### src/rtl/mips_pkg.sv
// mips_pkg: shared MIPS-32 opcodes, register constants, scoreboard tag and controller state types
package mips_pkg;
  localparam logic [5:0] OP_RTYPE = 6'd0;
  localparam logic [5:0] OP_J     = 6'd2;
  localparam logic [5:0] OP_JAL   = 6'd3;
  localparam logic [5:0] OP_LW    = 6'd35;
  localparam logic [5:0] OP_SW    = 6'd43;
  localparam logic [4:0] REG_ZERO = 5'd0;
  typedef struct packed {
    logic       valid;
    logic [4:0] rnum;
  } tag_t;
  typedef enum logic {RUN, FLUSH} state_t;
endpackage

### src/rtl/hazard_scoreboard.sv
// hazard_scoreboard: in-flight destination tag chain, ID source compare and busy register mask
module hazard_scoreboard import mips_pkg::*; #(
  parameter int HAZ_DEPTH = 3,
  parameter int WB_BYPASS = 1
) (
  input  logic        clk,
  input  logic        rst_n,
  input  logic        push,
  input  logic [4:0]  push_reg,
  input  logic        check_en,
  input  logic [4:0]  rs,
  input  logic [4:0]  rt,
  input  logic        uses_rs,
  input  logic        uses_rt,
  output logic        hazard,
  output logic [31:0] busy_mask
);
  tag_t [HAZ_DEPTH-1:0] tags;
  always_ff @(posedge clk or negedge rst_n)
    if (!rst_n) tags <= '0;
    else begin
      tags[0] <= '{valid: push, rnum: push_reg};
      for (int i = 1; i < HAZ_DEPTH; i++) tags[i] <= tags[i-1];
    end
  always_comb begin
    hazard = 1'b0;
    busy_mask = '0;
    for (int i = 0; i < HAZ_DEPTH; i++)
      if (tags[i].valid) busy_mask[tags[i].rnum] = 1'b1;
    for (int i = 0; i < HAZ_DEPTH - WB_BYPASS; i++)
      hazard = hazard | (check_en && tags[i].valid && tags[i].rnum != REG_ZERO &&
               ((uses_rs && rs == tags[i].rnum) || (uses_rt && rt == tags[i].rnum)));
  end
endmodule

### src/rtl/pipeline_hazard_ctrl.sv
// pipeline_hazard_ctrl: stall, EX bubble and jump flush sequencing for the non-forwarding 5-stage pipeline
module pipeline_hazard_ctrl import mips_pkg::*; #(
  parameter int HAZ_DEPTH    = 3,
  parameter int WB_BYPASS    = 1,
  parameter int FLUSH_CYCLES = 1,
  parameter int CNT_W        = 16
) (
  input  logic             clk,
  input  logic             rst_n,
  input  logic             id_valid,
  input  logic [4:0]       id_rs,
  input  logic [4:0]       id_rt,
  input  logic             id_uses_rs,
  input  logic             id_uses_rt,
  input  logic [4:0]       id_dest,
  input  logic             id_writes,
  input  logic             id_is_jump,
  output logic             stall,
  output logic             bubble_ex,
  output logic             flush_if_id,
  output logic             jump_cs,
  output logic [CNT_W-1:0] stall_cnt,
  output logic [31:0]      busy_mask
);
  state_t     state;
  logic [1:0] flush_cnt;
  logic       run, live, hazard, issue, push;
  assign run = state == RUN;
  assign live = rst_n && id_valid && run;
  assign stall = hazard;
  assign issue = live && !hazard;
  assign jump_cs = issue && id_is_jump;
  assign flush_if_id = jump_cs || !run;
  assign bubble_ex = rst_n && (stall || !run || !id_valid);
  assign push = issue && id_writes && id_dest != REG_ZERO;
  hazard_scoreboard #(.HAZ_DEPTH(HAZ_DEPTH), .WB_BYPASS(WB_BYPASS)) u_sb (
    .clk(clk), .rst_n(rst_n), .push(push), .push_reg(id_dest), .check_en(live),
    .rs(id_rs), .rt(id_rt), .uses_rs(id_uses_rs), .uses_rt(id_uses_rt),
    .hazard(hazard), .busy_mask(busy_mask)
  );
  always_ff @(posedge clk or negedge rst_n)
    if (!rst_n) begin
      state <= RUN;
      flush_cnt <= '0;
      stall_cnt <= '0;
    end else begin
      if (stall && !(&stall_cnt)) stall_cnt <= stall_cnt + 1'b1;
      if (jump_cs && FLUSH_CYCLES > 1) begin
        state <= FLUSH;
        flush_cnt <= 2'(FLUSH_CYCLES - 1);
      end else if (!run) begin
        flush_cnt <= flush_cnt - 1'b1;
        if (flush_cnt == 2'd1) state <= RUN;
      end
    end
endmodule

### config.mk
export PLATFORM = sky130hd
export DESIGN_NAME = pipeline_hazard_ctrl
export DESIGN_NICKNAME = d
export VERILOG_FILES = /design/src/rtl/mips_pkg.sv /design/src/rtl/hazard_scoreboard.sv /design/src/rtl/pipeline_hazard_ctrl.sv
export SDC_FILE = /design/constraint.sdc
export NUM_CORES = 1
export LEC_CHECK = 0
export CAP_MARGIN = 20
export CORE_AREA = 2 2 74 76
export CTS_CLUSTER_SIZE = 40
export DETAILED_ROUTE_END_ITERATION = 16
export DIE_AREA = 0 0 76 78
export PLACE_DENSITY = 0.93
export SYNTH_ARGS = -nofsm -noshare
export SYNTH_HDL_FRONTEND = slang
export SYNTH_SLANG_ARGS = --single-unit
### constraint.sdc
create_clock -name clk -period 2.8 [get_ports clk]
set_input_delay 0.28 -clock clk [delete_from_list [all_inputs] [get_ports clk]]
set_output_delay 0.28 -clock clk [all_outputs]
set_load 0.05 [all_outputs]
==> Word-level counts from Yosys, hierarchy flattened <==
Index checks and enable logic that the tools add are counted.
{ "totals": {"regBits": 37, "mem_bits_rw": 0, "latch_bits": 0, "rom_bits": 0, "out_inout_bits": 52, "mem_count": 0, "wordCells": 70, "input_bits": 22} }
{ "op_classes": {"n_mul": 0, "n_reduce_logical": 33, "n_eq_ne": 5, "magnitude_cmp": 6, "n_mux": 11, "bitwise_logic": 4, "shift": 0, "add_sub_neg": 2, "n_div": 0} }
{ "op_table": {"columns": ["cell", "count"], "rows": [
  ["$mux W32", 3],
  ["$or A32 B32 Y32", 2],
  ["$logic_and A1 B1 Y1", 21],
  ["$eq A5 B5 Y1", 4],
  ["$lt A5 B6 Y1 const B", 3],
  ["$add A16 B1 Y16 const B", 1],
  ["$reduce_and A16 Y1", 1],
  ["$demux W1 S5", 3],
  ["$ge A5 B1 Y1 const B", 3],
  ["$reduce_bool A5 Y1", 3],
  ["$logic_or A1 B1 Y1", 5],
  ["$mux W1", 5],
  ["$logic_not A1 Y1", 3],
  ["$eq A2 B1 Y1 const B", 1],
  ["$sub A2 B1 Y2 const B", 1],
  ["$not A1 Y1", 1],
  ["$or A1 B1 Y1", 1]
]} }

==> Logic depth before layout (Yosys ltp) <==
{ "depth": {"ltp_word": 10, "mapped_depth": 8, "mapped_depth_nobuf": 6} }

==> Modules after synthesis <==
A second synthesis with hierarchy kept.
{ "hier_totals": {"hier_cells": 301, "area_unflattened_um2": 2580.0} }
{ "by_module_without_submodules": {"columns": ["mod", "cells_each", "instances", "area_each_um2", "seq_area_each_um2"], "rows": [
  ["hazard_scoreboard", 207, 1, 1597.8, 450.4],
  ["pipeline_hazard_ctrl", 94, 1, 982.2, 475.5]
]} }

==> Least setup slack after synthesis <==
OpenSTA, ideal clock, no wires.
{ "synth_timing": {"path_kind": "flip-flop to output port", "start": "register u_sb.tags[10] (netlist name)", "end": "output flush_if_id", "stages_incl_launch_ff": 8, "t_arrival_ns": 2.223, "n_path_buf": 2, "slack_ns": 0.297, "required_ns": 2.520, "cell_sequence": "dfrtp_1 -> buf_6 -> nor3_2 -> a21oi_1 -> a22oi_2 -> buf_6 -> nand2_1 -> o21bai_1"} }
{ "synth_via": {"elab_chain_len": 9, "word_cells_on_any_way": 13, "cone_classes": "eq/ne (2); bitwise (1); reduce/logical (10)"} }
{ "synth_lines": {"columns": ["item", "line_no", "source"], "rows": [
  ["start: declaration", "hazard_scoreboard.sv:18", "tag_t [HAZ_DEPTH-1:0] tags;"],
  ["$eq A5 B5 Y1", "hazard_scoreboard.sv:32", "((uses_rs && rs == tags[i].rnum) || (uses_rt && rt == tags[i].rnum)));"],
  ["$logic_and A1 B1 Y1", "hazard_scoreboard.sv:32", null],
  ["$logic_or A1 B1 Y1", "hazard_scoreboard.sv:32", null],
  ["$logic_and A1 B1 Y1 *", "hazard_scoreboard.sv:31", "hazard = hazard | (check_en && tags[i].valid && tags[i].rnum != REG_ZERO &&"],
  ["$or A1 B1 Y1 *", "hazard_scoreboard.sv:31", null],
  ["$logic_not A1 Y1 *", "pipeline_hazard_ctrl.sv:31", "assign issue = live && !hazard;"],
  ["$logic_and A1 B1 Y1 *", "pipeline_hazard_ctrl.sv:31", null],
  ["$logic_and A1 B1 Y1 *", "pipeline_hazard_ctrl.sv:32", "assign jump_cs = issue && id_is_jump;"],
  ["$logic_or A1 B1 Y1 *", "pipeline_hazard_ctrl.sv:33", "assign flush_if_id = jump_cs || !run;"],
  ["end: declaration", "pipeline_hazard_ctrl.sv:20", "output logic flush_if_id,"]
]} }
Every way passes the cells marked *; elsewhere a longest branch is shown, timed or not.

==> Worst setup path after layout <==
{ "layout_timing": {"start": "register u_sb.tags[3] (netlist name)", "end": "output busy_mask[11]"} }
{ "layout_via": {"elab_chain_len": 9, "word_cells_on_any_way": 10, "cone_classes": "order compare (2); mux (5); bitwise (2); reduce/logical (1)"} }
{ "layout_lines": {"columns": ["item", "line_no", "source"], "rows": [
  ["$lt A5 B6 Y1 (not written as such) or $ge A5 B1 Y1 (tied branches)", "hazard_scoreboard.sv:29", "if (tags[i].valid) busy_mask[tags[i].rnum] = 1'b1;"],
  ["$logic_and A1 B1 Y1 (not written as such)", "hazard_scoreboard.sv:29", null],
  ["$mux W1 (not written as such)", "hazard_scoreboard.sv:29", null],
  ["$demux W1 S5 *", null, null],
  ["$mux W32 *", "hazard_scoreboard.sv:29", null],
  ["$or A32 B32 Y32 (no source line)", null, null],
  ["$mux W32 *", "hazard_scoreboard.sv:29", null],
  ["$or A32 B32 Y32 (no source line)", null, null],
  ["$mux W32 *", "hazard_scoreboard.sv:29", null],
  ["end: declaration", "pipeline_hazard_ctrl.sv:23", "output logic [31:0] busy_mask"]
]} }
Marked as above.

==> metrics.txt <==
Min-Delay Path Class input pin to async pin; yosys warns 0; Residual DRC 0; global route overflow 0; vias 2652; Longest Clk Path Bufs 2; Period Utilization, post-route 99.4%; Die Area 5930 µm²; routed len/inst 17.8 µm; crit-path max cell delay 810 ps; Avg Synthesized Cell Area 8.72 µm²; cell count after placement 428; syn_nets 321; dpl hpwl 5410 µm; Synth area leader dfrtp_1; Final Hold Viols 0; Die W 76 µm; layout cells sized above 1 11.5%; core area 5040 µm²; number of global-route vias before repair 2631; critical path class flop to output pin; Sink Count 37; Peak VDD IR 0.378 mV; 1st-pass router iterations 7; commonest cells after routing, fill and taps aside 78 x nand2_1, 61 x clkdlybuf4s50_1, 37 x dfrtp_1, 30 x a22oi_1, 19 x xnor2_1; WL final 7780 µm; adder-cell share of the synthesized area 0.966%; CP Cell Sequence nor3b_1 > a22oi_1 > nand2_1 > clkdlybuf4s50_1; IO Count 74; Mapped Cells 297; Critical Path RT 2520 ps; # rows 26; antenna violations before repair 0; max-cap violation count 0; final core occ 69.0%; Yosys top cell area share 35.7%; largest net degree at the start of global routing 39; max-slew violations 0; Clock transition at path regs 70 ps; Net count, final 389; number of synthesized flops with an enable pin 0; commonest non-fill, non-tap cell in the layout nand2_1; xor/xnor share of the synthesized area 11.8%; hold_buf cts 0; Arr. time, crit path 2500 ps; power consumption 0.00125 W; Cell Area, Synth 2590 µm²; leak pwr 1.60 nW; Tot GR Track Use 26.8%; CTS H-Tree Depth 2; Placer Congestion 0.885; Pwr Density 360 nW/µm²; Max-slew headroom 56.0%; RSZ-0062 raised after global routing yes; initial DRC count 360; post-synth cell types 42; Critical Path Sink Type output pin; sequential area share after synthesis 35.7%; Reg2Reg Depth 7; die height 78 µm; CTS tree built; CP max-delay cell clkdlybuf4s50_1; final setup violation count 0; post-CTS setup buffers 0; Final min period 2780 ps; Area contributors post-synth dfrtp_1 36%, nand2_1 11%, a22oi_1 8.7%; largest family of logic cells by synthesized area simple AND/OR/NAND/NOR gates; IO Port Bufs 73; CTS buffer count 5; Worst Clk Skew 11.5 ps; Initial Util 51.4%; Post-DRT Antenna Nets 0; cts repair resizes 0; slew at the pin closest to its max-slew limit 657 ps; first-pass GRT wire length 12800 µm; simple-gate share of the synthesized area 32.6%; P&R area growth vs syn 34.3%; Final Non-Filler Cells 436; max frequency 0.359 GHz; post-synthesis compound-gate area fraction 12.1%; Worst-Skew Late Latency 300 ps; Root Buffer Master clkbuf_8; Crit Path Max Fanout 11; ys async rst share 100%; Setup TNS Final 0 ps; status finished, final reports clean; Yosys reg bits 37; Vias/cell 6.08; post-synthesis mux area share 1.30%; critical path launch point type flop; Main synth FF type dfrtp_1; # diodes 0
[Yosys cell counts (3+ instances only)]
cell type,number
nor2_1,11
buf_6,4
clkbuf_1,6
a22oi_1,30
xnor2_1,19
and3b_1,10
inv_1,5
nor3b_1,14
nand3_1,4
nor3_1,6
nor4b_1,3
nand2_1,78
xor2_1,14
nand4_1,7
buf_2,6
dfrtp_1,37
and3_1,8
[final cells by class]
class	instances	area [µm²]
clock buffer	6	82.6
clock inverter	2	37.5
fill	380	1560
inverter	6	22.5
multi-input combinational	234	1530
sequential	37	926
tap	70	87.6
timing repair buffer	81	796
[flip-flops by register name, indices dropped and copies added (netlist names)]
register,count
u_sb.tags,18
stall_cnt,16
flush_cnt,2
state,1
[report_power, final]
part,internal (W),switching (W)
Combinational,0.0000832,0.000103
Sequential,0.000549,0.0000368
Clock,0.000289,0.000191
[stage by stage]
step | area (µm²) | worst slack, ps | hold WS [ps]
4_1_cts | 3470 | 78.1 | 59.9
5_1_grt | 3480 | -73.7 | 93.4
3_5_place_dp | 3350 | 332 | 384
6_report | 3480 | 16.1 | 45.3
3_3_place_gp | 3350 | 461 | 385
2_1_floorplan | 2590 | 297 | -15.6
[logic make-up (layout without fill, tap and decap cells)]
| kind of cell | count (synthesis) | count (layout) |
|---|---|---|
| AOI/OAI and AO/OA | 41 | 41 |
| muxes | 3 | 3 |
| and+or+nand+nor | 154 | 154 |
| adders and majority gates | 2 | 2 |
| DFF | 37 | 37 |
| buffers and inverters | 26 | 95 |
| xor gates and xnor gates | 34 | 34 |
[worst max-delay path: cells and delay by family (launching register included)]
family | cells | cell delay (ps)
DFF | 1 | 630
AOI/OAI and AO/OA | 1 | 180
buffers and inverters | 1 | 810
and+or+nand+nor | 2 | 600
[routing by layer]
metal  vias up  track usage [%]  wire length [µm]
met3        39             7.33               818
met5         -                0                 0
met1      1232             31.9              2970
met2       201             44.1              3720
met4         0             14.9               262
li1       1180                -                 -
[final timing paths]
path | slack (ps) | endpoint | startpoint
max in group asynchronous | 2410 | u_sb.tags[17] | rst_n
hold reg to reg | 480 | flush_cnt[0] | flush_cnt[0]
setup reg to reg | 440 | stall_cnt[14] | u_sb.tags[3]
hold / removal | 50 | u_sb.tags[8] | rst_n
min in group clk | 450 | u_sb.tags[4] | id_dest[4]
setup / recovery | 20 | busy_mask[11] | u_sb.tags[3]
Note: power is estimated with default switching activity, not from simulation.
==> edit 1 (same settings) <==
Register the output `stall_cnt` once more, cleared by the reset; this adds one clock of latency there. The other outputs are not delayed to match.
--- a/src/rtl/pipeline_hazard_ctrl.sv
+++ b/src/rtl/pipeline_hazard_ctrl.sv
@@ -23,4 +23,6 @@
   output logic [31:0]      busy_mask
 );
+
+  logic [CNT_W-1:0] stall_cnt_s0;
   state_t     state;
   logic [1:0] flush_cnt;
@@ -43,7 +45,7 @@
       state <= RUN;
       flush_cnt <= '0;
-      stall_cnt <= '0;
+      stall_cnt_s0 <= '0;
     end else begin
-      if (stall && !(&stall_cnt)) stall_cnt <= stall_cnt + 1'b1;
+      if (stall && !(&stall_cnt_s0)) stall_cnt_s0 <= stall_cnt_s0 + 1'b1;
       if (jump_cs && FLUSH_CYCLES > 1) begin
         state <= FLUSH;
@@ -54,4 +56,12 @@
       end
     end
+  always_ff @(posedge clk or negedge rst_n) begin
+      if (!rst_n) begin
+          stall_cnt <= '0;
+      end else begin
+          stall_cnt <= stall_cnt_s0;
+      end
+  end
+
 endmodule
 
Behaviour: not the same (a bounded check fails within 4 cycles, from zero or initial values and one cycle with rst_n low).
==> edit 1 against the unedited design <==
  * Synthesized area increased by 18%
  * Cell area is 13% higher
  * Setup slack gained 0.023 ns
  * First-iteration DRC count grew 0.56%
  * Routed wire length hardly changed
  * Sequential cell count up 16
  * Global-route usage rose by 0.099 points
  * Power rose by 14%
  * Critical endpoint is now busy_mask[10]
  * Largest cell class unchanged
==> edit 1: results (changes against the unedited design) <==
Clock Pin Slew Worst Setup and Hold Paths: 0.09 ns (+0.02 ns)
routed length on met3: 535 um (-35%)
R2R cell count: 8 (+1)
wire length on met1: 3.14 mm (+5.5%)
met2 WL: 3.90 mm (+4.8%)
NetSw: 379 uW (+14%)
crit path to: busy_mask[10]
hpwl dp: 5.54 mm (+2.6%)
Reg-to-Reg Start: u_sb.tags[4]$_DFF_PN0_
met2 GRT Util: 45.7% (+1.6 points)
outcome: finished clean
Critical Path AT: 2.48 ns (-0.02 ns)
flop2flop setup slack: 0.52 ns (+0.08 ns)
share of layout cells above drive strength 1: 14.8% (+3.3 points)
Synth cell types: 43 (+2.4%)
syn_nets: 341 (+6.2%)
r2r endpoint: stall_cnt_s0[14]$_DFFE_PN0P_
fin nets: 416 (+6.9%)
Worst slew margin: 57.0% (+0.92 points)
pre-CTS setup slack: 0.307 ns (-0.0249 ns)
first-pass GRT wire length: 12.8 mm (-0.11%)
Largest regs: u_sb.tags x18, stall_cnt x16, stall_cnt_s0 x16
Synth Area in Adders: 0.818% (-0.15 points)
complex-gate fraction of the synthesized area: 11.0% (-1.1 points)
top post-synthesis cells by count: nand2_1, dfrtp_1, a22oi_1, xnor2_1, xor2_1
largest cells by area after synthesis: dfrtp_1, nand2_1, a22oi_1
clk root buf: clkbuf_8
number of global-route vias before repair: 2599 (-1.2%)
Clock Power Share: 29.2% (-9.2 points)
First DRT Iteration DRCs: 362 (+0.56%)
VDD IR max: 0.000319 V (-16%)
mux contribution to synthesized area: 1.10% (-0.20 points)
grt met1 use: 34.7% (+2.8 points)
gpl congestion: 0.895 (+1.1%)
Fmax achieved: 0.362 GHz (+0.85%)
pin count of the biggest net entering global routing: 55 (+41%)
[edit 1: changes by cell type after synthesis, moves of 3 or more]
cell	delta
buf_2	-3
buf_6	+3
dfrtp_1	+16
nor3_1	-4
nor3_2	+7
nor4b_1	-3
[edit 1: final cells by class]
type | instances | area share (%)
clock buffers | 7 | 1.94
repair buffers | 88 | 21.3
flip-flops and latches | 53 | 33.8
inverters | 6 | 0.637
clock inverters | 1 | 0.191
multi-input cells | 238 | 39.9
well taps | 70 | 2.23
[edit 1: stage by stage]
step | total power, mW | area (um2) | hold WS, ns | instances | util, %
after detailed placement | 1.02 | 3820 | 0.410 | 452 | 75.7
final | 1.42 | 3930 | 0.103 | 463 | 77.9
after floorplan | 0.936 | 3060 | -0.0156 | 317 | -
after CTS | 1.42 | 3900 | 0.131 | 460 | 77.4
after global routing | 1.47 | 3930 | 0.169 | 463 | 77.9
after global placement | 1.01 | 3820 | 0.392 | 452 | 75.7
[edit 1: timing repair]
item,CTS,global route
resized for setup,0,1
buffers inserted,0,3
setup endpoints to repair,0,12
==> edit 2 (config.mk and constraints unchanged) <==
Without the edit above. `HAZ_DEPTH` is set to 3 in 2 places; all go to 2.
--- a/src/rtl/hazard_scoreboard.sv
+++ b/src/rtl/hazard_scoreboard.sv
@@ -1,5 +1,5 @@
 // hazard_scoreboard: in-flight destination tag chain, ID source compare and busy register mask
 module hazard_scoreboard import mips_pkg::*; #(
-  parameter int HAZ_DEPTH = 3,
+  parameter int HAZ_DEPTH = 2,
   parameter int WB_BYPASS = 1
 ) (
--- a/src/rtl/pipeline_hazard_ctrl.sv
+++ b/src/rtl/pipeline_hazard_ctrl.sv
@@ -1,5 +1,5 @@
 // pipeline_hazard_ctrl: stall, EX bubble and jump flush sequencing for the non-forwarding 5-stage pipeline
 module pipeline_hazard_ctrl import mips_pkg::*; #(
-  parameter int HAZ_DEPTH    = 3,
+  parameter int HAZ_DEPTH    = 2,
   parameter int WB_BYPASS    = 1,
   parameter int FLUSH_CYCLES = 1,
Behaviour: not the same (a bounded check fails within 4 cycles, from zero or initial values and one cycle with rst_n low).
==> edit 2 against the unedited design <==
  * Sequential cell count shrank 6
  * Maximum frequency grew 1.6%
  * Global-route usage shrank 8.7 points
  * Synthesized cell count shrank 38%
  * Routed wire length shrank 33%
  * Count of clock-buffer cells in the layout grew 1
  * Power shrank 21%
  * Setup slack gained 0.043 ns
  * Cell area shrank 20%
  * Synthesized area shrank 28%
  * Register-to-register slack gained 0.02 ns
  * Critical endpoint is now busy_mask[16]
  * Largest power group unchanged
  * Highest routed layer unchanged
==> edit 2: results (changes against the unedited design) <==
placed cell count: 321 (-25%)
Total Wirelength: 5.19 mm (-33%)
Critical Path AT: 2.46 ns (-0.04 ns)
VDD IR max: 0.000342 V (-9.7%)
Area Growth Syn to Fin: 49.0%
syn_nets: 209 (-35%)
Largest stage delay, worst path: 0.83 ns (+0.02 ns)
hpwl dp: 3.84 mm (-29%)
Setup Skew: 0.00403 ns (-0.00743 ns)
gpl congestion: 0.882 (-0.28%)
first-pass GRT wire length: 8.73 mm (-32%)
DR WL/cell: 15.8 um (-11%)
Largest regs: stall_cnt x16, u_sb.tags x12, flush_cnt x2
Worst-Skew Late Latency: 0.28 ns (-0.02 ns)
pin count of the biggest net entering global routing: 34 (-13%)
largest cells by area after synthesis: dfrtp_1, o22ai_1, xor2_1
First DRT Iteration DRCs: 87 (-76%)
total vias in the final route: 1849 (-30%)
fill cell count: 444 (+17%)
pre-CTS setup slack: 0.365 ns (+0.0331 ns)
Post-Synthesis Cells: 185 (-38%)
Internal Power: 742 uW (-19%)
area post-placement: 2660 um2 (-21%)
Max FO, Critical Path: 9 (-2)
outcome: finished clean
==> edit 2: cell types whose count changed after synthesis, moves of 5 or more <==
cell and change:
xor2_1 +6, nand2_1 -71, or3b_2 +6, and3b_1 -9, dfrtp_1 -6, xnor2_1 -15, nor3b_1 -11, nand3b_1 +10
o22ai_1 +31, a22oi_1 -30, and3_1 -6, nor2_1 -5
==> edit 2: layout make-up <==
cell class                 count  area share, %
clock buffer                   7           3.48
clock inverter                 1          0.271
inverter                       5          0.677
multi-input combinational    140           36.4
sequential                    31           28.0
tap                           70           3.16
timing repair buffer          75           28.0
==> edit 2: worst paths after layout <==
check                                               from                         to  slack [ns]  cells past startpoint
worst min-delay path                               rst_n   stall_cnt[9]$_DFFE_PN0P_        0.44                      2
worst max-delay path              u_sb.tags[0]$_DFF_PN0_              busy_mask[16]        0.06                      3
worst min register to register  flush_cnt[0]$_DFFE_PN0P_   flush_cnt[0]$_DFFE_PN0P_        0.49                      1
max in group asynchronous                          rst_n  stall_cnt[14]$_DFFE_PN0P_        2.07                      2
min in group clk                              id_dest[2]     u_sb.tags[2]$_DFF_PN0_        0.45                      1
worst max register to register    u_sb.tags[3]$_DFF_PN0_  stall_cnt[14]$_DFFE_PN0P_        0.46                      6
==> edit 2: logic make-up after synthesis <==
kind of cell | share of synthesized area [%]
and+or+nand+nor | 24.3
adders and majority gates | 1.34
muxes | 1.41
DFF | 41.7
xor gates and xnor gates | 12.2
buffers and inverters | 4.03
AOI/OAI and AO/OA | 15.1
==> edit 2: power by group through the flow <==
stage	clock network, mW	registers (mW)	logic (mW)
after global placement	0	0.484	0.125
final	0.389	0.477	0.127
after detailed placement	0	0.485	0.127
after floorplan	0	0.477	0.0712
after global routing	0.418	0.479	0.137
after CTS	0.399	0.477	0.128
==> edit 2: what timing repair did <==
action	CTS	global route
resized for setup	0	2
buffers inserted	0	0
hold buffers	0	0
endpoints found under the setup margin	0	2
==> edit 2: layer usage <==
layer / global-route usage (%) / wire length (um) / vias up
met5: 0 / 0 / -
met4: 4.91 / 69 / 0
met3: 6.51 / 500 / 11
met2: 29.9 / 2430 / 116
met1: 22.4 / 2190 / 874
li1: - / - / 848
